**config.mk**
```make
export PLATFORM = sky130hd
export DESIGN_NAME = rom_loader
export DESIGN_NICKNAME = d
export VERILOG_FILES = /design/src/rtl/rom_loader.sv
export SDC_FILE = /design/constraint.sdc
export NUM_CORES = 1
export LEC_CHECK = 0
export CAP_MARGIN = 20
export CORE_ASPECT_RATIO = 1.2
export CORE_MARGIN = 2
export CORE_UTILIZATION = 55
export DETAILED_ROUTE_END_ITERATION = 16
export GPL_ROUTABILITY_DRIVEN = 0
export MAX_ROUTING_LAYER = met4
export PLACE_DENSITY_LB_ADDON = 0.12
export SETUP_SLACK_MARGIN = 0.2
export SLEW_MARGIN = 25
export SYNTH_ARGS = -nofsm -noshare
export SYNTH_HDL_FRONTEND = slang
export SYNTH_SLANG_ARGS = --single-unit
```
**constraint.sdc**
```tcl
create_clock -name clk -period 4.08 [get_ports clk]
set_input_delay 1.224 -clock clk [delete_from_list [all_inputs] [get_ports clk]]
set_output_delay 1.224 -clock clk [all_outputs]
set_load 0.005 [all_outputs]
```
**src/rtl/rom_loader.sv**
```systemverilog
// rtl/rom_loader.sv - length-prefixed byte-stream loader that packs words into the instruction ROM
// Optional feature macro: LOADER_CHECKSUM_EN (adds a trailing XOR checksum byte and the CSUM state)
module rom_loader #(
    parameter int ADDR_W = 8
) (
    input  logic              clk,
    input  logic              reset,
    input  logic [7:0]        rx_data,
    input  logic              rx_valid,
    output logic              rx_ready,
    input  logic              reload,
    output logic              rom_we,
    output logic [ADDR_W-1:0] rom_waddr,
    output logic [31:0]       rom_wdata,
    output logic              core_hold,
    output logic              done,
    output logic              error
);

    typedef enum logic [2:0] {
        S_LEN0, S_LEN1, S_DATA, S_CSUM, S_DONE, S_ERROR
    } state_t;

    state_t            state_q, state_d;
    logic [15:0]       len_q, len_d;
    logic [ADDR_W-1:0] word_idx_q, word_idx_d;
    logic [1:0]        byte_idx_q, byte_idx_d;
    logic [23:0]       asm_q, asm_d;
    logic              rx_ready_q, rx_ready_d;
    logic              rom_we_q, rom_we_d;
    logic [ADDR_W-1:0] rom_waddr_q, rom_waddr_d;
    logic [31:0]       rom_wdata_q, rom_wdata_d;
    logic              core_hold_q, core_hold_d;
    logic              done_q, done_d;
    logic              error_q, error_d;
`ifdef LOADER_CHECKSUM_EN
    logic [7:0]        csum_q, csum_d;
    localparam state_t S_AFTER_IMAGE = S_CSUM;
`else
    localparam state_t S_AFTER_IMAGE = S_DONE;
`endif

    logic        xfer;
    logic [15:0] len_full;
    logic        len_too_big;
    logic        last_word;

    assign xfer        = rx_valid & rx_ready_q;
    assign len_full    = {rx_data, len_q[7:0]};
    // 17-bit compare so a full 2**ADDR_W-word image is still accepted
    assign len_too_big = 17'(len_full) > (17'd1 << ADDR_W);
    assign last_word   = 17'(word_idx_q) == (17'(len_q) - 17'd1);

    // Next-state logic: reload wins over any byte offered in the same cycle
    always_comb begin
        state_d     = state_q;
        len_d       = len_q;
        word_idx_d  = word_idx_q;
        byte_idx_d  = byte_idx_q;
        asm_d       = asm_q;
        rom_we_d    = 1'b0;
        rom_waddr_d = rom_waddr_q;
        rom_wdata_d = rom_wdata_q;
`ifdef LOADER_CHECKSUM_EN
        csum_d      = csum_q;
`endif
        if (reload) begin
            state_d    = S_LEN0;
            word_idx_d = '0;
            byte_idx_d = '0;
`ifdef LOADER_CHECKSUM_EN
            csum_d     = '0;
`endif
        end else if (xfer) begin
`ifdef LOADER_CHECKSUM_EN
            if (state_q != S_CSUM) begin
                csum_d = csum_q ^ rx_data;
            end
`endif
            case (state_q)
                S_LEN0: begin
                    len_d[7:0] = rx_data;
                    state_d    = S_LEN1;
                end
                S_LEN1: begin
                    len_d[15:8] = rx_data;
                    word_idx_d  = '0;
                    byte_idx_d  = '0;
                    if (len_too_big) begin
                        state_d = S_ERROR;
                    end else if (len_full == 16'd0) begin
                        state_d = S_AFTER_IMAGE;
                    end else begin
                        state_d = S_DATA;
                    end
                end
                S_DATA: begin
                    byte_idx_d = byte_idx_q + 2'd1;
                    case (byte_idx_q)
                        2'd0: asm_d[7:0]   = rx_data;
                        2'd1: asm_d[15:8]  = rx_data;
                        2'd2: asm_d[23:16] = rx_data;
                        default: begin
                            rom_we_d    = 1'b1;
                            rom_waddr_d = word_idx_q;
                            rom_wdata_d = {rx_data, asm_q};
                            word_idx_d  = word_idx_q + 1'b1;
                            if (last_word) begin
                                state_d = S_AFTER_IMAGE;
                            end
                        end
                    endcase
                end
`ifdef LOADER_CHECKSUM_EN
                S_CSUM: begin
                    state_d = (rx_data == csum_q) ? S_DONE : S_ERROR;
                end
`endif
                default: ;
            endcase
        end
        // Status outputs follow the state being entered so they change on the same edge
        rx_ready_d  = (state_d == S_LEN0) || (state_d == S_LEN1) ||
                      (state_d == S_DATA) || (state_d == S_CSUM);
        done_d      = (state_d == S_DONE);
        core_hold_d = (state_d != S_DONE);
        error_d     = (state_d == S_ERROR);
    end

    // State and registered outputs; reset returns everything to the idle LEN0 values
    always_ff @(posedge clk or negedge reset) begin
        if (!reset) begin
            state_q     <= S_LEN0;
            len_q       <= '0;
            word_idx_q  <= '0;
            byte_idx_q  <= '0;
            asm_q       <= '0;
            rx_ready_q  <= 1'b0;
            rom_we_q    <= 1'b0;
            rom_waddr_q <= '0;
            rom_wdata_q <= '0;
            core_hold_q <= 1'b1;
            done_q      <= 1'b0;
            error_q     <= 1'b0;
`ifdef LOADER_CHECKSUM_EN
            csum_q      <= '0;
`endif
        end else begin
            state_q     <= state_d;
            len_q       <= len_d;
            word_idx_q  <= word_idx_d;
            byte_idx_q  <= byte_idx_d;
            asm_q       <= asm_d;
            rx_ready_q  <= rx_ready_d;
            rom_we_q    <= rom_we_d;
            rom_waddr_q <= rom_waddr_d;
            rom_wdata_q <= rom_wdata_d;
            core_hold_q <= core_hold_d;
            done_q      <= done_d;
            error_q     <= error_d;
`ifdef LOADER_CHECKSUM_EN
            csum_q      <= csum_d;
`endif
        end
    end

    assign rx_ready  = rx_ready_q;
    assign rom_we    = rom_we_q;
    assign rom_waddr = rom_waddr_q;
    assign rom_wdata = rom_wdata_q;
    assign core_hold = core_hold_q;
    assign done      = done_q;
    assign error     = error_q;

endmodule

```
# After elaboration in Yosys (flattened, before gate mapping)
# Cells that the tools add are included.
[word_totals] reg_bits=98 input_bits=12 output_inout_bits=45 wordCells=70
[classes] add_sub_neg=3 n_lt_le_gt_ge=1 n_eq_ne=12 n_mux=18 bitwise_logic=3 reduce_logical=18
[op_table] op="$mux 8" count=3
[op_table] op="$mux 3" count=6
[op_table] op="$eq 8x17->1" count=1
[op_table] op="$sub 16x1->17 const B" count=1
[op_table] op="$gt 16x9->1 const B" count=1
[op_table] op="$logic_not 16->1" count=1
[op_table] op="$pmux 8 s2" count=1
[op_table] op="$reduce_and 4->1" count=4
[op_table] op="$eq 3x2->1 const B" count=3
[op_table] op="$pmux 3 s3" count=1
[op_table] op="$reduce_and 3->1" count=3
[op_table] op="$add 8x1->8 const B" count=1
[op_table] op="$eq 3x1->1 const B" count=2
[op_table] op="$eq 3x3->1 const B" count=2
[op_table] op="$logic_not 3->1" count=2
[op_table] op="$ne 3x3->1 const B" count=2
[op_table] op="$mux 1" count=4
[op_table] op="$mux 2" count=2
[op_table] op="$pmux 2 s2" count=1
[op_table] op="$logic_or 1x1->1" count=3
[op_table] op="$reduce_bool 3->1" count=1
[op_table] op="$reduce_or 3->1" count=1
[op_table] op="$add 2x1->2 const B" count=1
[op_table] op="$eq 2x1->1 const B" count=1
[op_table] op="6 further kinds" count=7

# Longest topological paths before layout
[depth] depth_word=11 depth_mapped=8 depth_no_buf=8

# Worst setup path after synthesis
# OpenSTA, ideal clock, no wires.
[synth_path] path_type="input to register" startpoint="input rx_data[5]" endpoint="register done_q (netlist: done)" setup_time_ns=0.120 t_arrival_ns=2.553 t_required_ns=3.960 setup_slack_ns=1.406 path_stages=6 path_buffers=0 cell_sequence="or4_1 nor4_1 a311oi_1 o21ai_1 nand2_1 o211a_1"
[synth_between] elab_chain_cells=7 word_cells_on_any_way=8 classes_between="order compare: 1; eq/ne: 1; mux: 5; reduce/logical: 1"
[synth_rtl] element="start: declaration" line_no="8" text="input logic [7:0] rx_data,"
[synth_rtl] element="branches (longest 2 deep; another with $gt 16x9->1)"
[synth_rtl] element="$mux 3 (*)" line_no="89" text="if (len_too_big) begin"
[synth_rtl] element="$pmux 3 s3 (*)" line_no="80" text="case (state_q)"
[synth_rtl] element="$mux 3 (*)" line_no="74" text="end else if (xfer) begin"
[synth_rtl] element="$mux 3 (*)" line_no="67" text="if (reload) begin"
[synth_rtl] element="$eq 3x3->1 (*)" line_no="125" text="done_d = (state_d == S_DONE);"
[synth_rtl] element="via done_d" line_no="34" text="logic done_q, done_d;"
[synth_rtl] element="end signal: assignment" line_no="159" text="done_q <= done_d;"
[synth_rtl] element="end: declaration" line_no="34"
# Mark *: on every way through the listed nets, which the timed path passes.
# A chain may end at the register's enable or synchronous reset.

# Worst setup path in the final report
# Same ends and word-level chain as after synthesis.

==> flow_summary_export.csv <==
group,metric,value,unit
power,pwr-share-seq,55.1,%
clock_network,clock-sinks,98,
power,combPwrFrac,12.7,%
logic_synthesis,synthCells,332,
detailed_routing,routed_wl,8730,µm
clock_network,cts.repair.resized,0,
clock_network,clockRootBuffer,"clkbuf_8",
sta,hold_viol,0,
logic_synthesis,ys_async_sr_fraction,100,%
sta,fmax,309,MHz
clock_network,ctsHtreeMaxLevel,3,
power,p_int,0.00145,W
outcome,status,"complete, no violations",
detailed_routing,drt-met1-wl,3800,µm
worst_hold_path,hold-path-cell-count,1,
critical_path,reg2reg_slack,1.41,ns
logic_synthesis,seq_area_frac_synth,56.6,%
sta,worstMarginPinSlew,0.825,ns
logic_synthesis,syn_area,4330,µm²
floorplan,num_io_pins,57,
global_routing,antenna_found_initial,0,
logic_synthesis,synth.net_count,350,
sta,period_share,79.2,%
layout,drive_above_1_share,28.7,%
layout,fin_nets,410,
sta,clock_skew,0.00701,ns
clock_network,cts_tree,"yes",
clock_network,ctsHoldBuffers,0,
clock_network,postCtsSetupBuffers,0,
sta,fin_crit,3.23,ns
floorplan,die_y,101,µm
global_routing,grt_first_pass_wirelength,14300,µm
sta,timing.setup.tns,0,ns
run,max_cap_violations,0,
placed_design,place_area,5010,µm²
power,power_leakage,2.47,nW
detailed_routing,wl_per_cell,17.9,µm
floorplan,die_w,85.0,µm
global_routing,grt-ovfl-total,0,
critical_path,end_kind,"flop",
global_routing,grt_pass1_vias,2900,
sta,setup_viol,0,
worst_hold_path,min_to,"rom_waddr[2]",
clock_network,ctsLongestPathBuffers,2,
detailed_routing,vias,2877,
power,finalPower,0.00198,W
detailed_routing,via_per_inst,5.88,
layout,area_growth_syn_to_layout,20.2,%
power,clkPwrFrac,32.3,%
power,netSwitchingFraction,27.1,%
detailed_routing,met3WireLength,360,µm
critical_path,cp-start-kind,"primary input",
layout,fillers,577,
worst_hold_path,min-delay-path-class,"flop to flop",
layout,mostFrequentLayoutCells,"dfrtp_1 (97), mux2_2 (80), clkdlybuf4s50_1 (55)",
worst_hold_path,worst_hold_startpoint,"rom_waddr[2]",
critical_path,crit_start,"rx_data[5]",
floorplan,die_area,8610,µm²
logic_synthesis,synth_top_area_share,56.0,%
logic_synthesis,synth_edf_count,0,
floorplan,initial_core_util,56.6,%
layout,final_common_cell,"dfrtp_1",
layout,multi_input_area,1770,µm²
power,powerDensity,381,nW/µm²
critical_path,cp.required,4.33,ns
detailed_routing,drt-initial-drc-count,115,
critical_path,reg2reg_depth,8,
placed_design,io_buffers,56,
critical_path,crit_type,"primary input to flop",
logic_synthesis,synth_ff_type,"dfrtp_1",
detailed_routing,drtPass1Iterations,5,
detailed_routing,dr_wl_met2,4450,µm
power,p_sw,0.000538,W
clock_network,cts_buffers,9,
floorplan,design.core.area,7660,µm²
layout,antenna_cells,0,
logic_synthesis,synth_cell_types,50,
critical_path,cp.arrival,3.48,ns
global_routing,grt_start_max_net_pins,68,
placed_design,dp_hpwl,6130,µm
critical_path,r2r-start,"len_q[0]",
logic_synthesis,syn_avg_cell_area,13.1,µm²
layout,final-seq-area,2450,µm²
power,vdd_drop_max,0.224,mV
sta,rsz0062_at_grt,"false",
clock_network,clk_latency,0.36,ns
critical_path,path_max_fanout,7,
logic_synthesis,synth-seq-cells,98,
sta,drv_slew,0,
floorplan,placementRows,35,
detailed_routing,maxUsedRoutingLayer,"met4",
layout,fin_util,68.0,%
logic_synthesis,yosysTopAreaCell,"dfrtp_1",
critical_path,reg2reg_to,"done",
detailed_routing,drc,0,
logic_synthesis,yosysWarnings,0,
logic_synthesis,synthTopCellsByArea,"dfrtp_1 (56%), mux2_2 (21%), ha_1 (1.7%)",
clock_network,path_clk_slew,0.10,ns
detailed_routing,ant_nets,0,
layout,final_area,5210,µm²
global_routing,grt_util_all_layers,22.1,%
sta,relSlewSlack,45.0,%
## final cells by class
class,instances,share of cell area (%)
Sequential cell,98,47.1
Multi-Input combinational cell,209,34.1
Timing Repair Buffer,63,12.0
Clock buffer,10,2.45
Tap cell,92,2.21
Clock inverter,6,1.44
Inverter,11,0.793
## flip-flops by register name, summed over array words and instances, names as in the netlist
| name | cells |
|---|---|
| rom_wdata | 32 |
| asm_q | 24 |
| len_q | 16 |
| rom_waddr | 8 |
| word_idx_q | 8 |
| state_q | 3 |
| byte_idx_q | 2 |
| core_hold | 1 |
| done | 1 |
| error | 1 |
| rom_we | 1 |
| rx_ready | 1 |
## stage by stage
stage	setup slack, ns	hold WS [ns]	std cells
after floorplan	1.41	0.474	332
after global placement	0.552	0.482	473
after detailed placement	0.501	0.491	473
after CTS	0.887	0.514	489
after global routing	0.731	0.523	489
final	0.848	0.509	489
## worst max-delay path: stages
cell and delay, ns:
clkdlybuf4s50_1 0.55, or4_1 0.59, nor4_1 0.46, a311oi_1 0.21, o21ai_1 0.22, nand2_1 0.10
o211a_1 0.13
## synthesized netlist by cell type (all sizes together), types with 6 or more instances
cell type	instances
ha	6
xor2	8
nand2	14
mux2	80
nor2	14
o21ai	12
a21oi	6
inv	11
dfrtp	97
clkbuf	12
xnor2	7
nand3	8
## routing by layer
metal	vias to the layer above	GRT usage, %
met2	78	36.4
met5	-	-
met4	0	7.45
met1	1470	28.0
li1	1319	-
met3	10	3.91
## cells by family (layout without fill, tap and decap cells)
kind of cell,count (synthesis),after routing,synth area share (%)
flops,98,98,56.6
mux,80,80,20.8
simple gates,66,66,8.34
compound gates,41,41,6.76
buf+inv,25,90,2.51
xor+xnor,15,15,3.03
fa+ha+maj,7,7,1.96
## how the worst max path moves through the flow
stage	end	slack [ns]	cells past startpoint
after floorplan	done	1.41	6
after global placement	done	0.55	7
after detailed placement	done	0.50	7
after CTS	done	0.89	7
after global routing	state_q[1]	0.73	7
final	done	0.85	7
## power groups by stage
stage	logic (W)	registers, W	clock network, W
floorplan	0.000206	0.00108	0
global placement	0.000242	0.00111	0
detailed placement	0.000250	0.00111	0
CTS	0.000253	0.00109	0.000653
global route	0.000275	0.00110	0.000695
finish	0.000251	0.00109	0.000640
Power figures use the tool's default switching activity.
